## src/rtl/sort_host.sv

```systemverilog
// Host sequencer for a shared-memory sorter: streams N elements in, hands the memory to the sorter, then streams the result out.
// Load accepts 1 element/cycle; readout costs 3 cycles/element and holds out_data while out_ready is low.
module sort_host #(
  parameter int N  = 8,
  parameter int DW = 8,
  parameter int AW = 3
) (
  input  logic          clk,
  input  logic          rst,
  input  logic          in_valid,
  input  logic [DW-1:0] in_data,
  output logic          in_ready,
  output logic          out_valid,
  output logic [DW-1:0] out_data,
  input  logic          out_ready,
  output logic          sort_start,
  input  logic          sort_done,
  output logic          mem_sel,
  output logic          mem_we,
  output logic [AW-1:0] mem_addr,
  output logic [DW-1:0] mem_wdata,
  input  logic [DW-1:0] mem_rdata,
  output logic          busy
);

  typedef enum logic [2:0] {
    IDLE, LOAD, START, WAIT, RELEASE, RD_REQ, RD_CAP, RD_OUT
  } state_t;

  localparam logic [AW:0] LAST = (AW+1)'(N - 1);

  state_t        state, state_nxt;
  logic [AW:0]   cnt, cnt_nxt;
  logic [DW-1:0] out_data_q;

  logic          in_ready_c;
  logic          out_valid_c;
  logic          sort_start_c;
  logic          sel_c;
  logic          we_c;
  logic [AW-1:0] addr_c;
  logic [DW-1:0] wdata_c;

  always_ff @(posedge clk) begin
    if (!rst) begin
      state      <= IDLE;
      cnt        <= '0;
      out_data_q <= '0;
    end else begin
      state <= state_nxt;
      cnt   <= cnt_nxt;
      // Read data is valid one cycle after RD_REQ presented the address.
      if (state == RD_CAP) out_data_q <= mem_rdata;
    end
  end

  always_comb begin
    state_nxt    = state;
    cnt_nxt      = cnt;
    in_ready_c   = 1'b0;
    out_valid_c  = 1'b0;
    sort_start_c = 1'b0;
    sel_c        = 1'b1;
    we_c         = 1'b0;
    addr_c       = '0;
    wdata_c      = '0;
    case (state)
      IDLE: begin
        cnt_nxt = '0;
        if (in_valid) state_nxt = LOAD;
      end
      LOAD: begin
        in_ready_c = 1'b1;
        addr_c     = cnt[AW-1:0];
        if (in_valid) begin
          we_c    = 1'b1;
          wdata_c = in_data;
          if (cnt == LAST) begin
            cnt_nxt   = '0;
            state_nxt = START;
          end else begin
            cnt_nxt = cnt + 1'b1;
          end
        end
      end
      START: begin
        sel_c        = 1'b0;
        sort_start_c = 1'b1;
        state_nxt    = WAIT;
      end
      WAIT: begin
        sel_c        = 1'b0;
        sort_start_c = 1'b1;
        if (sort_done) state_nxt = RELEASE;
      end
      RELEASE: begin
        // Reclaim the memory only after the sorter has dropped done.
        sel_c = 1'b0;
        if (!sort_done) state_nxt = RD_REQ;
      end
      RD_REQ: begin
        addr_c    = cnt[AW-1:0];
        state_nxt = RD_CAP;
      end
      RD_CAP: begin
        addr_c    = cnt[AW-1:0];
        state_nxt = RD_OUT;
      end
      RD_OUT: begin
        addr_c      = cnt[AW-1:0];
        out_valid_c = 1'b1;
        if (out_ready) begin
          if (cnt == LAST) begin
            cnt_nxt   = '0;
            state_nxt = IDLE;
          end else begin
            cnt_nxt   = cnt + 1'b1;
            state_nxt = RD_REQ;
          end
        end
      end
      default: state_nxt = IDLE;
    endcase
  end

  // Reset overrides the decoded outputs so nothing leaks while rst is low.
  assign in_ready   = rst & in_ready_c;
  assign out_valid  = rst & out_valid_c;
  assign sort_start = rst & sort_start_c;
  assign mem_sel    = ~rst | sel_c;
  assign mem_we     = rst & we_c;
  assign mem_addr   = rst ? addr_c : '0;
  assign mem_wdata  = rst ? wdata_c : '0;
  assign busy       = rst & (state != IDLE);
  assign out_data   = out_data_q;

endmodule

```

## config.mk

```make
export PLATFORM = sky130hd
export DESIGN_NAME = sort_host
export DESIGN_NICKNAME = d
export VERILOG_FILES = /design/src/rtl/sort_host.sv
export SDC_FILE = /design/constraint.sdc
export NUM_CORES = 1
export LEC_CHECK = 0
export ABC_AREA = 0
export BUFFER_PORTS_ARGS = -buffer_cell sky130_fd_sc_hd__buf_2
export CAP_MARGIN = 40
export CORE_MARGIN = 2
export CORE_UTILIZATION = 35
export CTS_CLUSTER_DIAMETER = 30
export DETAILED_ROUTE_END_ITERATION = 6
export GPL_TIMING_DRIVEN = 1
export PLACE_DENSITY = 0.71
export RECOVER_POWER = 50
export SETUP_SLACK_MARGIN = 0.5
export SYNTH_ARGS = -nofsm -noshare
export SYNTH_HDL_FRONTEND = slang
export SYNTH_SLANG_ARGS = --single-unit
```

## constraint.sdc

```tcl
create_clock -name clk -period 4.4 [get_ports clk]
set_input_delay 0.66 -clock clk [delete_from_list [all_inputs] [get_ports clk]]
set_output_delay 0.66 -clock clk [all_outputs]
set_load 0.02 [all_outputs]
```

# Yosys cells after proc, flatten, opt, wreduce, memory -nomap -nowiden
# Index checks and enable logic that the tools add are counted.
word_totals:
  ff_bits: 15
  wordCells: 56
op_classes:
  n_addsub: 1
  eq_ne: 14
  muxes: 23
  bitwise_logic: 7
  n_reduce_logical: 8
ops:
  columns: ["operator", "n"]
  rows:
  - ["$mux W3", 9]
  - ["$mux W8", 3]
  - ["$pmux W3 S8", 1]
  - ["$eq A3 B3 Y1 const B", 4]
  - ["$mux W4", 3]
  - ["$ne A2 B2 Y1 const B", 6]
  - ["$pmux W4 S3", 1]
  - ["$eq A3 B2 Y1 const B", 2]
  - ["$mux W1", 6]
  - ["$reduce_and A6 Y1", 1]
  - ["$reduce_bool A3 Y1", 2]
  - ["$and A1 B1 Y1", 5]
  - ["$add A4 B1 Y4 const B", 1]
  - ["$eq A4 B3 Y1 const B", 1]
  - ["$reduce_or A4 Y1", 1]
  - ["$eq A3 B1 Y1 const B", 1]
  - ["$logic_not A3 Y1", 1]
  - ["$reduce_and A3 Y1", 1]
  - ["$reduce_or A3 Y1", 1]
  - ["$reduce_or A2 Y1", 1]
  - ["$not A1 Y1", 1]
  - ["$or A1 B1 Y1", 1]

# Logic depth before layout (Yosys ltp)
depth:
  depth_word: 4
  depth_mapped: 6

# Worst setup path after synthesis
# No wires, ideal clock.
synth_timing:
  path_kind: "input to output"
  from: "input rst"
  to: "output mem_wdata[0]"
  t_arrival_ps: 1757
  required_ps: 3740
  setup_slack_ps: 1983
  path_stages: 4
  n_path_buf: 1
  path_cell_list: "clkbuf_2 > inv_1 > nor3_2 > and3_1"
synth_via:
  elab_chain_len: 1
synth_rtl:
  columns: ["item", "line_no", "source"]
  rows:
  - ["from (decl)", "9", "input logic rst,"]
  - ["$mux W8", "133", "assign mem_wdata = rst ? wdata_c : '0;"]
  - ["to (decl)", "21", "output logic [DW-1:0] mem_wdata,"]
# No other way between the ends.

# Worst setup path in the final report
layout_timing:
  from: "input rst"
  to: "output mem_wdata[5]"
# The elaborated chain is that of the path after synthesis.

==> summary.md <==
| Metric | Value |
|---|---|
| Worst relative slew slack | `58.0%` |
| RD Place Congestion | `0.765` |
| Vias in the first global route | `794` |
| Util after Layout | `45.1%` |
| Clk_skew | `0.00590 ns` |
| Pins Over Slew Limit | `0` |
| Peak ir drop on the vdd network | `0.106 mV` |
| Non-Filler Instances | `183` |
| Via total after detailed routing | `933` |
| Maximum level of the CTS H-tree | `1` |
| Share of final-layout standard cells stronger than drive strength 1 | `31.4%` |
| Slew at the pin with the worst max-slew slack | `0.630 ns` |
| Fraction of power spent switching nets | `25.6%` |
| Clock power share | `31.0%` |
| Pwr/cell area | `226 nW/um^2` |
| #FFs+latches synth | `15` |
| R2r startpoint | `state[2]$_SDFFE_PN0P_` |
| Setup TNS after final layout | `0 ns` |
| TritonRoute pass-1 iters | `3` |
| Unique masters post-synth | `35` |
| Root Driver | `sky130_fd_sc_hd__clkbuf_4` |
| Cell Int Power | `0.000186 W` |
| Layout overhead on the synthesized area | `24.2%` |
| Drt first-iter violations | `10` |
| Hold Crit Start | `out_data[1]$_SDFFE_PN0P_` |
| Routed length per placed instance | `11.4 um` |
| Timing startpoint of the critical path | `rst` |
| Clk sinks | `15` |
| FP Rows | `18` |
| Critical Path AT | `1.85 ns` |
| Synth warn | `0` |
| Number of buffers added by the clock tree synthesis step | `3` |
| Number of hold buffers added after cts | `0` |
| Area of the die | `2960 um^2` |
| Setup repair after global routing missed its margin | `false` |
| Post-detailed-route DRC marker count | `0` |
| Overflow left after global routing | `0` |
| Switching power | `0.0000638 W` |
| N_diodes | `0` |
| Synth async-reset ratio | `0%` |
| Setup crit end kind | `output port` |
| Run status | `completed` |
| Antenna-violating nets left | `0` |
| Buffers on Ports | `45` |
| Mapped Nets | `135` |
| Portion of the post-synthesis area used by sequential elements | `33.7%` |
| Max-cap violations | `0` |
| Total core area | `2450 um^2` |
| Width of the die | `54.5 um` |
| Number of enable flip-flop cells after synthesis | `0` |
| Static leakage | `0.517 nW` |
| Die extent in y | `54.5 um` |
| Nets | `176` |
| Post-detailed-route via-to-cell ratio | `5.10` |
| Sequential share of power | `56.2%` |
| Final setup violating endpoints | `0` |
| TritonCTS clock tree | `yes` |
| HPWL after detailed placement | `1.62 mm` |
| Final Cycle Share | `57.1%` |
| Class of the worst hold path | `reg2reg` |
| Most common flop cell mapped by yosys | `sky130_fd_sc_hd__dfxtp_1` |
| Post-CTS setup buffers | `0` |
| Combinational Power Share | `12.8%` |
| CTS resizes | `0` |
| Clock transition at the registers of the reported paths | `0.09 ns` |
| Peak clock frequency supported by timing | `398 MHz` |
| Largest driver fanout on the critical path | `16` |
| Mean instance size in the synthesized netlist | `7.88 um^2` |
| Post-synth design cell area | `891 um^2` |
| Placed Instances | `179` |
| Startpoint-to-endpoint class of the critical path | `in2out` |
| Pin count of the biggest net entering global routing | `20` |
| Gate count after technology mapping | `113` |
| Clock network latency to the later pin of the worst-skew pair | `0.28 ns` |
| Min cycle time layout | `2.51 ns` |
| Initial antenna violation count | `0` |
| First-pass GRT wire length | `3.22 mm` |
| Worst-case clock buffer depth | `2` |
| Initial Utilization | `36.3%` |
| Drt total wl | `2.08 mm` |
| Hold Vio Cnt, Final | `0` |
| Nature of the critical path startpoint | `input port` |
| I/O pin count | `46` |
| GRT Util Overall | `15.1%` |
| Data required time at the worst endpoint | `3.74 ns` |
## cell type report
cell class,instances,area (um^2)
inverters,2,7.51
well taps,30,37.5
multi-input cells,87,519
fillers,268,1350
clock buffers,4,26.3
flip-flops and latches,15,300
repair buffers,45,215
## sequential cells by signal (all words and copies together), names as in the netlist
register  cells
cnt           4
out_data      8
state         3
## worst max-delay path: stages
cell                     delay [ns]
sky130_fd_sc_hd__buf_2         0.15
sky130_fd_sc_hd__inv_1         0.24
sky130_fd_sc_hd__nor3_2        0.42
sky130_fd_sc_hd__and3_1        0.21
sky130_fd_sc_hd__buf_2         0.16
## cells in the final DEF (no fill, tap or decap), types with 3 or more instances in the layout
cell type / n
sky130_fd_sc_hd__a21oi_1: 11
sky130_fd_sc_hd__a32oi_1: 4
sky130_fd_sc_hd__and2_1: 4
sky130_fd_sc_hd__and3_1: 9
sky130_fd_sc_hd__buf_2: 37
sky130_fd_sc_hd__clkbuf_1: 9
sky130_fd_sc_hd__clkbuf_4: 3
sky130_fd_sc_hd__dfxtp_1: 15
sky130_fd_sc_hd__nand2_1: 19
sky130_fd_sc_hd__nand2b_1: 4
sky130_fd_sc_hd__nand3_1: 5
sky130_fd_sc_hd__nor2_1: 7
## power by group through the flow
stage,sequential [W],clock (W),combinational [W]
CTS,0.000140,0.0000824,0.0000326
finish,0.000140,0.0000773,0.0000319
detailed placement,0.000143,0,0.0000326
global placement,0.000143,0,0.0000317
global route,0.000141,0.0000860,0.0000352
floorplan,0.000141,0,0.0000202
## metal layers
layer | track usage, % | vias to the layer above | routed length [um]
li1 | - | 476 | -
met1 | 16.7 | 414 | 970
met2 | 27.1 | 41 | 937
met3 | 3.28 | 2 | 153
met4 | 7.50 | 0 | 21
met5 | 0 | - | 0
## final timing paths
check                                                end  slack, ns  cells past startpoint
worst min-delay path            out_data[1]$_SDFFE_PN0P_       0.46                      2
worst min register to register  out_data[1]$_SDFFE_PN0P_       0.46                      2
worst max register to register  out_data[4]$_SDFFE_PN0P_       2.72                      4
worst max-delay path                        mem_wdata[5]       1.89                      5
## cells by family after synthesis
kind of cell,count (synthesis),share of synthesized area (%)
AND/OR/NAND/NOR,60,35.7
buffers and inverters,11,7.30
adder cells (fa/ha/maj),1,1.40
flip-flops,15,33.7
multiplexers,2,2.39
AO/OA/AOI/OAI,24,19.5
## per-stage QoR
step	hold WS, ns	area, um^2	power [W]	setup slack (ns)
after detailed placement	0.453	1100	0.000176	1.86
after global routing	0.483	1110	0.000262	1.70
after CTS	0.465	1120	0.000255	1.86
after global placement	0.438	1100	0.000175	1.96
final	0.463	1110	0.000249	1.89
after floorplan	0.466	891	0.000161	1.98
## cell usage after synthesis, types with 2 or more instances
| library cell | count | area, um^2 |
|---|---|---|
| sky130_fd_sc_hd__and3_1 | 9 | 56.3 |
| sky130_fd_sc_hd__o21ai_0 | 2 | 10.0 |
| sky130_fd_sc_hd__nor2b_1 | 2 | 12.5 |
| sky130_fd_sc_hd__clkbuf_1 | 2 | 7.51 |
| sky130_fd_sc_hd__dfxtp_1 | 15 | 300 |
| sky130_fd_sc_hd__and2_1 | 4 | 25.0 |
| sky130_fd_sc_hd__buf_2 | 3 | 15.0 |
| sky130_fd_sc_hd__nand3_1 | 5 | 25.0 |
| sky130_fd_sc_hd__a21oi_1 | 11 | 55.1 |
| sky130_fd_sc_hd__a21oi_2 | 2 | 17.5 |
| sky130_fd_sc_hd__nand2_1 | 19 | 71.3 |
| sky130_fd_sc_hd__buf_6 | 2 | 22.5 |
| sky130_fd_sc_hd__nand2b_1 | 4 | 25.0 |
| sky130_fd_sc_hd__a32oi_1 | 4 | 35.0 |
| sky130_fd_sc_hd__nor3_1 | 2 | 10.0 |
| sky130_fd_sc_hd__nor2_1 | 7 | 26.3 |
| sky130_fd_sc_hd__inv_1 | 2 | 7.51 |
Power figures use the tool's default switching activity.
